[config.mk]
export PLATFORM = sky130hd
export DESIGN_NAME = reg_dump_scanner_flat
export DESIGN_NICKNAME = d
export VERILOG_FILES = /design/src/rtl/reg_dump_scanner_if.sv /design/src/rtl/reg_dump_scanner.sv /design/src/flat_wrapper.sv
export SDC_FILE = /design/constraint.sdc
export NUM_CORES = 1
export LEC_CHECK = 0
export ABC_CLOCK_PERIOD_IN_PS = 2100
export CAP_MARGIN = 25
export CORE_MARGIN = 1
export CORE_UTILIZATION = 45
export CTS_CLUSTER_SIZE = 40
export DETAILED_ROUTE_END_ITERATION = 10
export PLACE_DENSITY = 0.86
export SYNTH_ARGS = -nofsm -noshare
export SYNTH_HDL_FRONTEND = slang
export SYNTH_SLANG_ARGS = --single-unit
[constraint.sdc]
create_clock -name clk -period 2.1 [get_ports clk]
set_input_delay 0.42 -clock clk [delete_from_list [all_inputs] [get_ports clk]]
set_output_delay 0.42 -clock clk [all_outputs]
set_load 0.02 [all_outputs]
[src/rtl/reg_dump_scanner_if.sv]
// Record stream from the register-dump scanner to its consumer.
// A record transfers on a clock edge where out_valid and out_ready are both high; while
// out_valid is high and out_ready is low the producer holds out_idx/out_data unchanged.
interface reg_dump_scanner_if;
    logic        out_valid;
    logic        out_ready;
    logic [4:0]  out_idx;
    logic [31:0] out_data;

    modport master (
        output out_valid,
        output out_idx,
        output out_data,
        input  out_ready
    );

    modport slave (
        input  out_valid,
        input  out_idx,
        input  out_data,
        output out_ready
    );
endinterface

[src/rtl/reg_dump_scanner.sv]
// Walks the register file debug port from FIRST_IDX to LAST_IDX.
// For each index it emits the low-bank record and then the high-bank record on a valid/ready stream.
module reg_dump_scanner #(
    parameter int FIRST_IDX = 0,
    parameter int LAST_IDX  = 15,
    parameter int SETTLE    = 1
) (
    input  logic                  clk,
    input  logic                  rst,
    input  logic                  start,
    input  logic                  abort,
    output logic [4:0]            which_reg,
    input  logic [31:0]           reg_content,
    input  logic [31:0]           high_reg_content,
    reg_dump_scanner_if.master    out_if,
    output logic                  busy,
    output logic                  done,
    output logic [2:0]            dbg_state
);

    if (FIRST_IDX < 0 || FIRST_IDX > 15 || LAST_IDX < FIRST_IDX || LAST_IDX > 15 ||
        SETTLE < 0 || SETTLE > 15) begin : g_bad_cfg
        $error("reg_dump_scanner: illegal FIRST_IDX/LAST_IDX/SETTLE configuration");
    end

    localparam logic [3:0] FIRST_I  = 4'(FIRST_IDX);
    localparam logic [3:0] LAST_I   = 4'(LAST_IDX);
    localparam logic [3:0] SETTLE_C = 4'(SETTLE);

    typedef enum logic [2:0] {
        S_IDLE    = 3'd0,
        S_SETTLE  = 3'd1,
        S_SEND_LO = 3'd2,
        S_SEND_HI = 3'd3,
        S_DONE    = 3'd4
    } state_t;

    state_t      state_q, state_d;
    logic [3:0]  idx_q, idx_d;
    logic [3:0]  cnt_q, cnt_d;
    logic [4:0]  which_reg_q, which_reg_d;
    logic [31:0] lo_buf_q, lo_buf_d;
    logic [31:0] hi_buf_q, hi_buf_d;
    logic        out_valid_q, out_valid_d;
    logic [4:0]  out_idx_q, out_idx_d;
    logic [31:0] out_data_q, out_data_d;
    logic        busy_q, busy_d;
    logic        done_q, done_d;
    logic        handshake;

    assign handshake = out_valid_q && out_if.out_ready;

    always_comb begin
        state_d     = state_q;
        idx_d       = idx_q;
        cnt_d       = cnt_q;
        which_reg_d = which_reg_q;
        lo_buf_d    = lo_buf_q;
        hi_buf_d    = hi_buf_q;

        case (state_q)
            S_IDLE: begin
                if (start && !abort) begin
                    idx_d       = FIRST_I;
                    which_reg_d = {1'b0, FIRST_I};
                    cnt_d       = SETTLE_C;
                    state_d     = S_SETTLE;
                end
            end
            S_SETTLE: begin
                if (cnt_q != 4'd0) begin
                    cnt_d = cnt_q - 4'd1;
                end else begin
                    lo_buf_d = reg_content;
                    hi_buf_d = high_reg_content;
                    state_d  = S_SEND_LO;
                end
            end
            S_SEND_LO: begin
                if (handshake) state_d = S_SEND_HI;
            end
            S_SEND_HI: begin
                if (handshake) begin
                    if (idx_q == LAST_I) begin
                        state_d = S_DONE;
                    end else begin
                        idx_d       = idx_q + 4'd1;
                        which_reg_d = {1'b0, 4'(idx_q + 4'd1)};
                        cnt_d       = SETTLE_C;
                        state_d     = S_SETTLE;
                    end
                end
            end
            S_DONE: state_d = S_IDLE;
            default: state_d = S_IDLE;
        endcase

        // Abort wins over any handshake on the same edge; the record is simply dropped.
        if (abort && state_q != S_IDLE) state_d = S_IDLE;

        out_valid_d = (state_d == S_SEND_LO) || (state_d == S_SEND_HI);
        out_idx_d   = out_idx_q;
        out_data_d  = out_data_q;
        if (state_d == S_SEND_LO) begin
            out_idx_d  = {1'b0, idx_d};
            out_data_d = lo_buf_d;
        end else if (state_d == S_SEND_HI) begin
            out_idx_d  = {1'b1, idx_d};
            out_data_d = hi_buf_d;
        end
        busy_d = (state_d != S_IDLE);
        done_d = (state_d == S_DONE);
    end

    always_ff @(posedge clk or negedge rst) begin
        if (!rst) begin
            state_q     <= S_IDLE;
            idx_q       <= 4'd0;
            cnt_q       <= 4'd0;
            which_reg_q <= 5'd0;
            lo_buf_q    <= 32'd0;
            hi_buf_q    <= 32'd0;
            out_valid_q <= 1'b0;
            out_idx_q   <= 5'd0;
            out_data_q  <= 32'd0;
            busy_q      <= 1'b0;
            done_q      <= 1'b0;
        end else begin
            state_q     <= state_d;
            idx_q       <= idx_d;
            cnt_q       <= cnt_d;
            which_reg_q <= which_reg_d;
            lo_buf_q    <= lo_buf_d;
            hi_buf_q    <= hi_buf_d;
            out_valid_q <= out_valid_d;
            out_idx_q   <= out_idx_d;
            out_data_q  <= out_data_d;
            busy_q      <= busy_d;
            done_q      <= done_d;
        end
    end

    assign which_reg       = which_reg_q;
    assign out_if.out_valid = out_valid_q;
    assign out_if.out_idx   = out_idx_q;
    assign out_if.out_data  = out_data_q;
    assign busy            = busy_q;
    assign done            = done_q;
    assign dbg_state       = state_q;

endmodule

[src/flat_wrapper.sv]
// flat-port wrapper written by rule: the top's interface ports become plain ports
module reg_dump_scanner_flat 
#(
    parameter int FIRST_IDX = 0,
    parameter int LAST_IDX  = 15,
    parameter int SETTLE    = 1
)
  (clk, rst, start, abort, which_reg, reg_content, high_reg_content, busy, done, dbg_state, out_if_out_valid, out_if_out_idx, out_if_out_data, out_if_out_ready);
  reg_dump_scanner_if out_if_i ();
  input  logic clk;
  input  logic rst;
  input  logic start;
  input  logic abort;
  output logic [4:0] which_reg;
  input  logic [31:0] reg_content;
  input  logic [31:0] high_reg_content;
  output logic busy;
  output logic done;
  output logic [2:0] dbg_state;
  output wire logic [$bits(out_if_i.out_valid)-1:0] out_if_out_valid;
  output wire logic [$bits(out_if_i.out_idx)-1:0] out_if_out_idx;
  output wire logic [$bits(out_if_i.out_data)-1:0] out_if_out_data;
  input wire logic [$bits(out_if_i.out_ready)-1:0] out_if_out_ready;
  assign out_if_out_valid = out_if_i.out_valid;
  assign out_if_out_idx = out_if_i.out_idx;
  assign out_if_out_data = out_if_i.out_data;
  assign out_if_i.out_ready = out_if_out_ready;
  reg_dump_scanner #(.FIRST_IDX(FIRST_IDX), .LAST_IDX(LAST_IDX), .SETTLE(SETTLE)) u_core (.clk(clk), .rst(rst), .start(start), .abort(abort), .which_reg(which_reg), .reg_content(reg_content), .high_reg_content(high_reg_content), .out_if(out_if_i), .busy(busy), .done(done), .dbg_state(dbg_state));
endmodule
# After elaboration in Yosys (flattened, before gate mapping)
# Index checks and enable logic that the tools add are counted.
[word_totals]
out_inout_bits = 48
word_cells = 66
ff_bits = 120
inputBits = 69
[classes]
mux = 28
eq_ne = 11
add_sub_neg = 2
n_reduce_logical = 14
[ops]
columns = ["op", "count"]
rows = [
  ["$mux W32", 6],
  ["$mux W4", 7],
  ["$mux W5", 5],
  ["$mux W3", 6],
  ["$eq A3 B2 Y1 const B", 4],
  ["$pmux W3 S4", 1],
  ["$pmux W4 S3", 1],
  ["$pmux W5 S2", 1],
  ["$reduce_bool A3 Y1", 3],
  ["$pmux W4 S2", 1],
  ["$ne A2 B1 Y1 const B", 3],
  ["$reduce_and A5 Y1", 1],
  ["$add A4 B1 Y4 const B", 1],
  ["$eq A4 B4 Y1 const B", 1],
  ["$reduce_and A4 Y1", 1],
  ["$reduce_bool A2 Y1", 2],
  ["$reduce_bool A4 Y1", 1],
  ["$sub A4 B1 Y4 const B", 1],
  ["$eq A3 B1 Y1 const B", 1],
  ["$eq A3 B3 Y1 const B", 1],
  ["$logic_and A1 B1 Y1", 3],
  ["$logic_not A3 Y1", 1],
  ["$ne A2 B2 Y1 const B", 1],
  ["$logic_not A1 Y1", 1],
  ["$logic_or A1 B1 Y1", 1],
]

# Longest topological paths before layout
[logic_depth]
ltp_word = 8
depth_mapped = 9

# Worst setup path before layout
# Ideal clock, no wire load.
[synth_timing]
path_type = "reg-to-reg"
startpoint = "register u_core.state_q[0] (netlist: u_core.dbg_state[0])"
endpoint = "register u_core.out_data_q[29] (netlist: u_core.out_if.out_data[29])"
path_stages_with_launch = 8
required_time_ns = 1.966
slack_ns = 0.108
period_less_slack_ns = 1.992
setup_time_ns = 0.134
arrival_time_ns = 1.859
path_cell_list = "dfrtp_1 buf_6 or3b_1 or2_4 o311ai_4 buf_12 mux2i_1 o31ai_2"
[synth_between]
elab_chain_cells = 5
word_cells_on_any_way = 19
classes_between = "eq/ne: 5; mux: 10; reduce/logical: 4"
[synth_lines]
columns = ["item", "line", "rtl"]
rows = [
  ["start, declared", "reg_dump_scanner.sv:38", "state_t state_q, state_d;"],
  ["start signal, assigned", "reg_dump_scanner.sv:129", "state_q <= state_d;"],
  ["$eq A3 B2 Y1 (tied with other cells)", "reg_dump_scanner.sv:61", "case (state_q)"],
  ["$pmux W3 S4 / $logic_and A1 B1 Y1 (equally long branches)", "reg_dump_scanner.sv:61, reg_dump_scanner.sv:99", ""],
  ["$mux W3", "reg_dump_scanner.sv:99", "if (abort && state_q != S_IDLE) state_d = S_IDLE;"],
  ["$eq A3 B2 Y1, on equally long branches", "reg_dump_scanner.sv:104, reg_dump_scanner.sv:107", ""],
  ["$mux W32 / $reduce_bool A2 Y1 (equally long branches)", "--", ""],
  ["end signal, assigned", "reg_dump_scanner.sv:137", "out_data_q <= out_data_d;"],
  ["end, declared", "reg_dump_scanner.sv:46", "logic [31:0] out_data_q, out_data_d;"],
]
# Parallel ways exist; a longest one is shown, timed or not. The select of a mux whose other input is x is not followed.
# A chain may end at the register's enable or synchronous reset.

# Worst setup path in the final report
[layout_timing]
startpoint = "register u_core.state_q[1] (netlist: u_core.dbg_state[1])"
endpoint = "register u_core.out_data_q[16] (netlist: u_core.out_if.out_data[16])"
# The elaborated chain is that of the path after synthesis.

==> qor.txt <==
Outcome - finished, final reports clean
Detail Placement HPWL - 7990 µm
PnR Total Power - 10.9 mW
Most common cell after layout, fill and taps aside - dfrtp_1
Source-to-sink clock delay at the later pin of the worst-skew pair - 0.40 ns
Proportion of register bits with asynchronous set or reset after synthesis - 1.00
Via total after detailed routing - 3689
Die boundary width - 109 µm
Detailed-route wire length - 12500 µm
Fraction of layout cells with a size suffix above 1 - 0.268
Max IR drop VDD - 0.735 mV
Area of the die - 11900 µm²
Syn_area_per_cell - 13.3 µm²
Via count of the first global-routing pass - 3919
Switching part of the total power - 0.323
Mapped Area - 5140 µm²
Crit path required time - 2.36 ns
Comb power frac - 0.414
Synthesized-area fraction occupied by adder cells - 0.00730
Largest net degree at the start of global routing - 55
Standard-cell row count - 38
N_diodes - 0
Starting density of the core - 0.468
Internal reg-to-reg setup slack - 0.06 ns
GPL Wtd Cong - 0.865
Met3 Track Usage GR - 0.0478
Clock-pin slew on the worst setup and hold paths - 0.06 ns
Bufs and invs on worst path - 2
Beginning of the worst register-to-register path - u_core.dbg_state[1]
Cells along the critical path - or3b_1 -> or2_4 -> o311ai_4 -> buf_4 -> clkbuf_16 -> mux2i_1 -> o31ai_1
Leakage - 3.12 nW
Net total in the final layout - 601
Core Box Area - 11000 µm²
Final-layout setup total negative slack - 0 ns
Number of synthesized register bits - 119
Final hold slack - 0.477 ns
Worst Setup Start Kind - flop
Simple-gate area share of the yosys netlist - 0.0465
Path class of the lowest-slack min-delay path - flop to flop
Critical hold path startpoint - u_core.which_reg[2]
Number of distinct library cells after synthesis - 42
Power per cell area - 1500 nW/µm²
Syn_nets - 459
Remaining design rule violation count - 0
Global routing's busiest layer - met2
DP Area - 6540 µm²
Initial drt markers - 159
Delay of the slowest cell on the worst path - 0.45 ns
Slew at the pin with the worst max-slew slack - 0.668 ns
Number of buffers on the longest clock path - 2
Post-Layout Inst Area - 7300 µm²
Antenna-violating nets left - 0
Min-Delay Endpoint - u_core.which_reg[2]
Commonest cells after routing, fill and taps aside - dfrtp_1, clkdlybuf4s50_1, mux2_2, o21ai_0
Worst path arrival time - 2.30 ns
Number of buffers added on ports - 115
Total count of hold-check failures in the final report - 0
Wire length of the first global-routing pass - 18900 µm
Met1 global-route usage - 0.254
Yosys warning count - 0
Aggregate global routing overflow - 0
Number of synthesized flops with an enable pin - 0
Total clock sinks - 119
CP max-delay cell - dfrtp_2
Largest family of logic cells by synthesized area - multiplexers
Number of pins exceeding their max-slew limit in the final report - 0
Share of the yosys chip area belonging to registers - 0.579
Met2 Usage GRT - 0.363
Die Height - 109 µm
Hold path depth - 2
Core Util, Final - 0.665
Final clock period utilization by the worst path - 0.970
Growth of design area from synthesis to finish - 41.9%
CTS tree - built
Logic depth of the worst setup path including buffers - 7
Fraction of the mapped netlist area in compound gates - 0.113
Total GRT Usage - 0.211
Kind of end point of the critical path - flop
Final critical-path required period - 2.04 ns
Wire length per cell - 18.3 µm
Max cap viols - 0
Share of the synthesized netlist area taken by xor and xnor gates - 0.00681
Clock Tree Root - clkbuf_16
I/O Pins - 117
Clock network fraction of design power - 0.250
Internal portion of total power - 7.40 mW
Max transition margin - 0.552
Sequential cell fraction of total power - 0.335
Worst R2R End - u_core.out_if.out_data[16]
Crit path max fanout - 7
Final setup skew - 0.0126 ns
Family with the most delay on the worst path - simple AND/OR/NAND/NOR gates
Number of antenna violations at the first check in global routing - 0
Cts bufs inserted - 17
DR vias/cell - 5.41
Number of failing setup endpoints in the final timing report - 0
Predominant post-synthesis flop cell - dfrtp_1
Clock H-tree levels - 4
Post-synthesis instance total - 387
Startpoint-to-endpoint class of the critical path - flop to flop
Net switching power - 3.54 mW
Multiplexer share of the synthesized area - 0.209
Total iterations of the first detailed-routing run - 5
Reg2reg path depth - 7
Max Freq - 491 MHz
## metal layers
layer,vias to the layer above,share of wire
met2,135,0.52
met3,16,0.048
met1,1836,0.42
met5,-,0
met4,0,0.020
li1,1702,-
## cells by family after synthesis
logic type      Yosys count
other cells               1
simple gates             41
mux                      99
compound gates           88
flops                   119
fa+ha+maj                 3
xor+xnor                  4
buf+inv                  32
## power groups by stage
stage | Sequential, mW | Combinational (mW) | Clock, mW
finish | 3.67 | 4.53 | 2.74
global route | 3.76 | 4.87 | 2.92
CTS | 3.67 | 4.15 | 2.78
detailed placement | 3.69 | 4.13 | 0
global placement | 3.63 | 3.94 | 0
floorplan | 3.93 | 2.43 | 0
## metrics by stage
stage	std cells	worst slack, ns
2_1_floorplan	387	0.108
6_report	682	0.0628
3_5_place_dp	637	-0.246
3_3_place_gp	637	-0.205
4_1_cts	670	0.0397
5_1_grt	682	-0.0286
## cell type report
cell class,count,area [µm²]
clock buffers,23,458
clock inverters,9,101
fillers,808,3680
inverters,4,15.0
multi-input cells,236,2000
flip-flops and latches,119,2980
well taps,140,175
repair buffers,151,1570
## how the worst max path moves through the flow
| stage | endpoint | startpoint |
|---|---|---|
| after floorplan | u_core.out_if.out_data[29] | u_core.dbg_state[0] |
| after global placement | u_core.out_if.out_data[29] | start |
| after detailed placement | u_core.out_if.out_data[29] | start |
| after CTS | u_core.out_if.out_data[29] | u_core.cnt_q[0] |
| after global routing | u_core.out_if.out_data[22] | u_core.dbg_state[1] |
| final | u_core.out_if.out_data[16] | u_core.dbg_state[1] |
## synth_stat cells (3+ instances only)
cell / number / share of area
clkbuf_1: 15 / 0.011
inv_1: 4 / 0.0029
o31ai_1: 32 / 0.047
nand2_1: 6 / 0.0044
mux2i_1: 32 / 0.062
a21oi_1: 5 / 0.0049
buf_12: 3 / 0.012
buf_2: 7 / 0.0068
xor2_1: 3 / 0.0051
nor3_1: 3 / 0.0029
nand3_1: 4 / 0.0039
nor2_1: 10 / 0.0073
dfrtp_1: 119 / 0.58
ha_1: 3 / 0.0073
o21ai_0: 39 / 0.038
mux2_2: 67 / 0.15
## worst register-to-register path, delay by kind of cell (launching register included)
family | cells | cell delay [ns]
AOI/OAI and AO/OA | 2 | 0.17
buffers and inverters | 2 | 0.38
DFF | 1 | 0.45
muxes | 1 | 0.20
and+or+nand+nor | 2 | 0.71
## timing repair
item                       4_1_cts  5_1_grt
setup endpoints to repair        0       32
buffers inserted                 0        7
resized for setup                0       10
hold endpoints to repair        32        0
hold buffers                     1        0
Note: power is estimated with default switching activity, not from simulation.
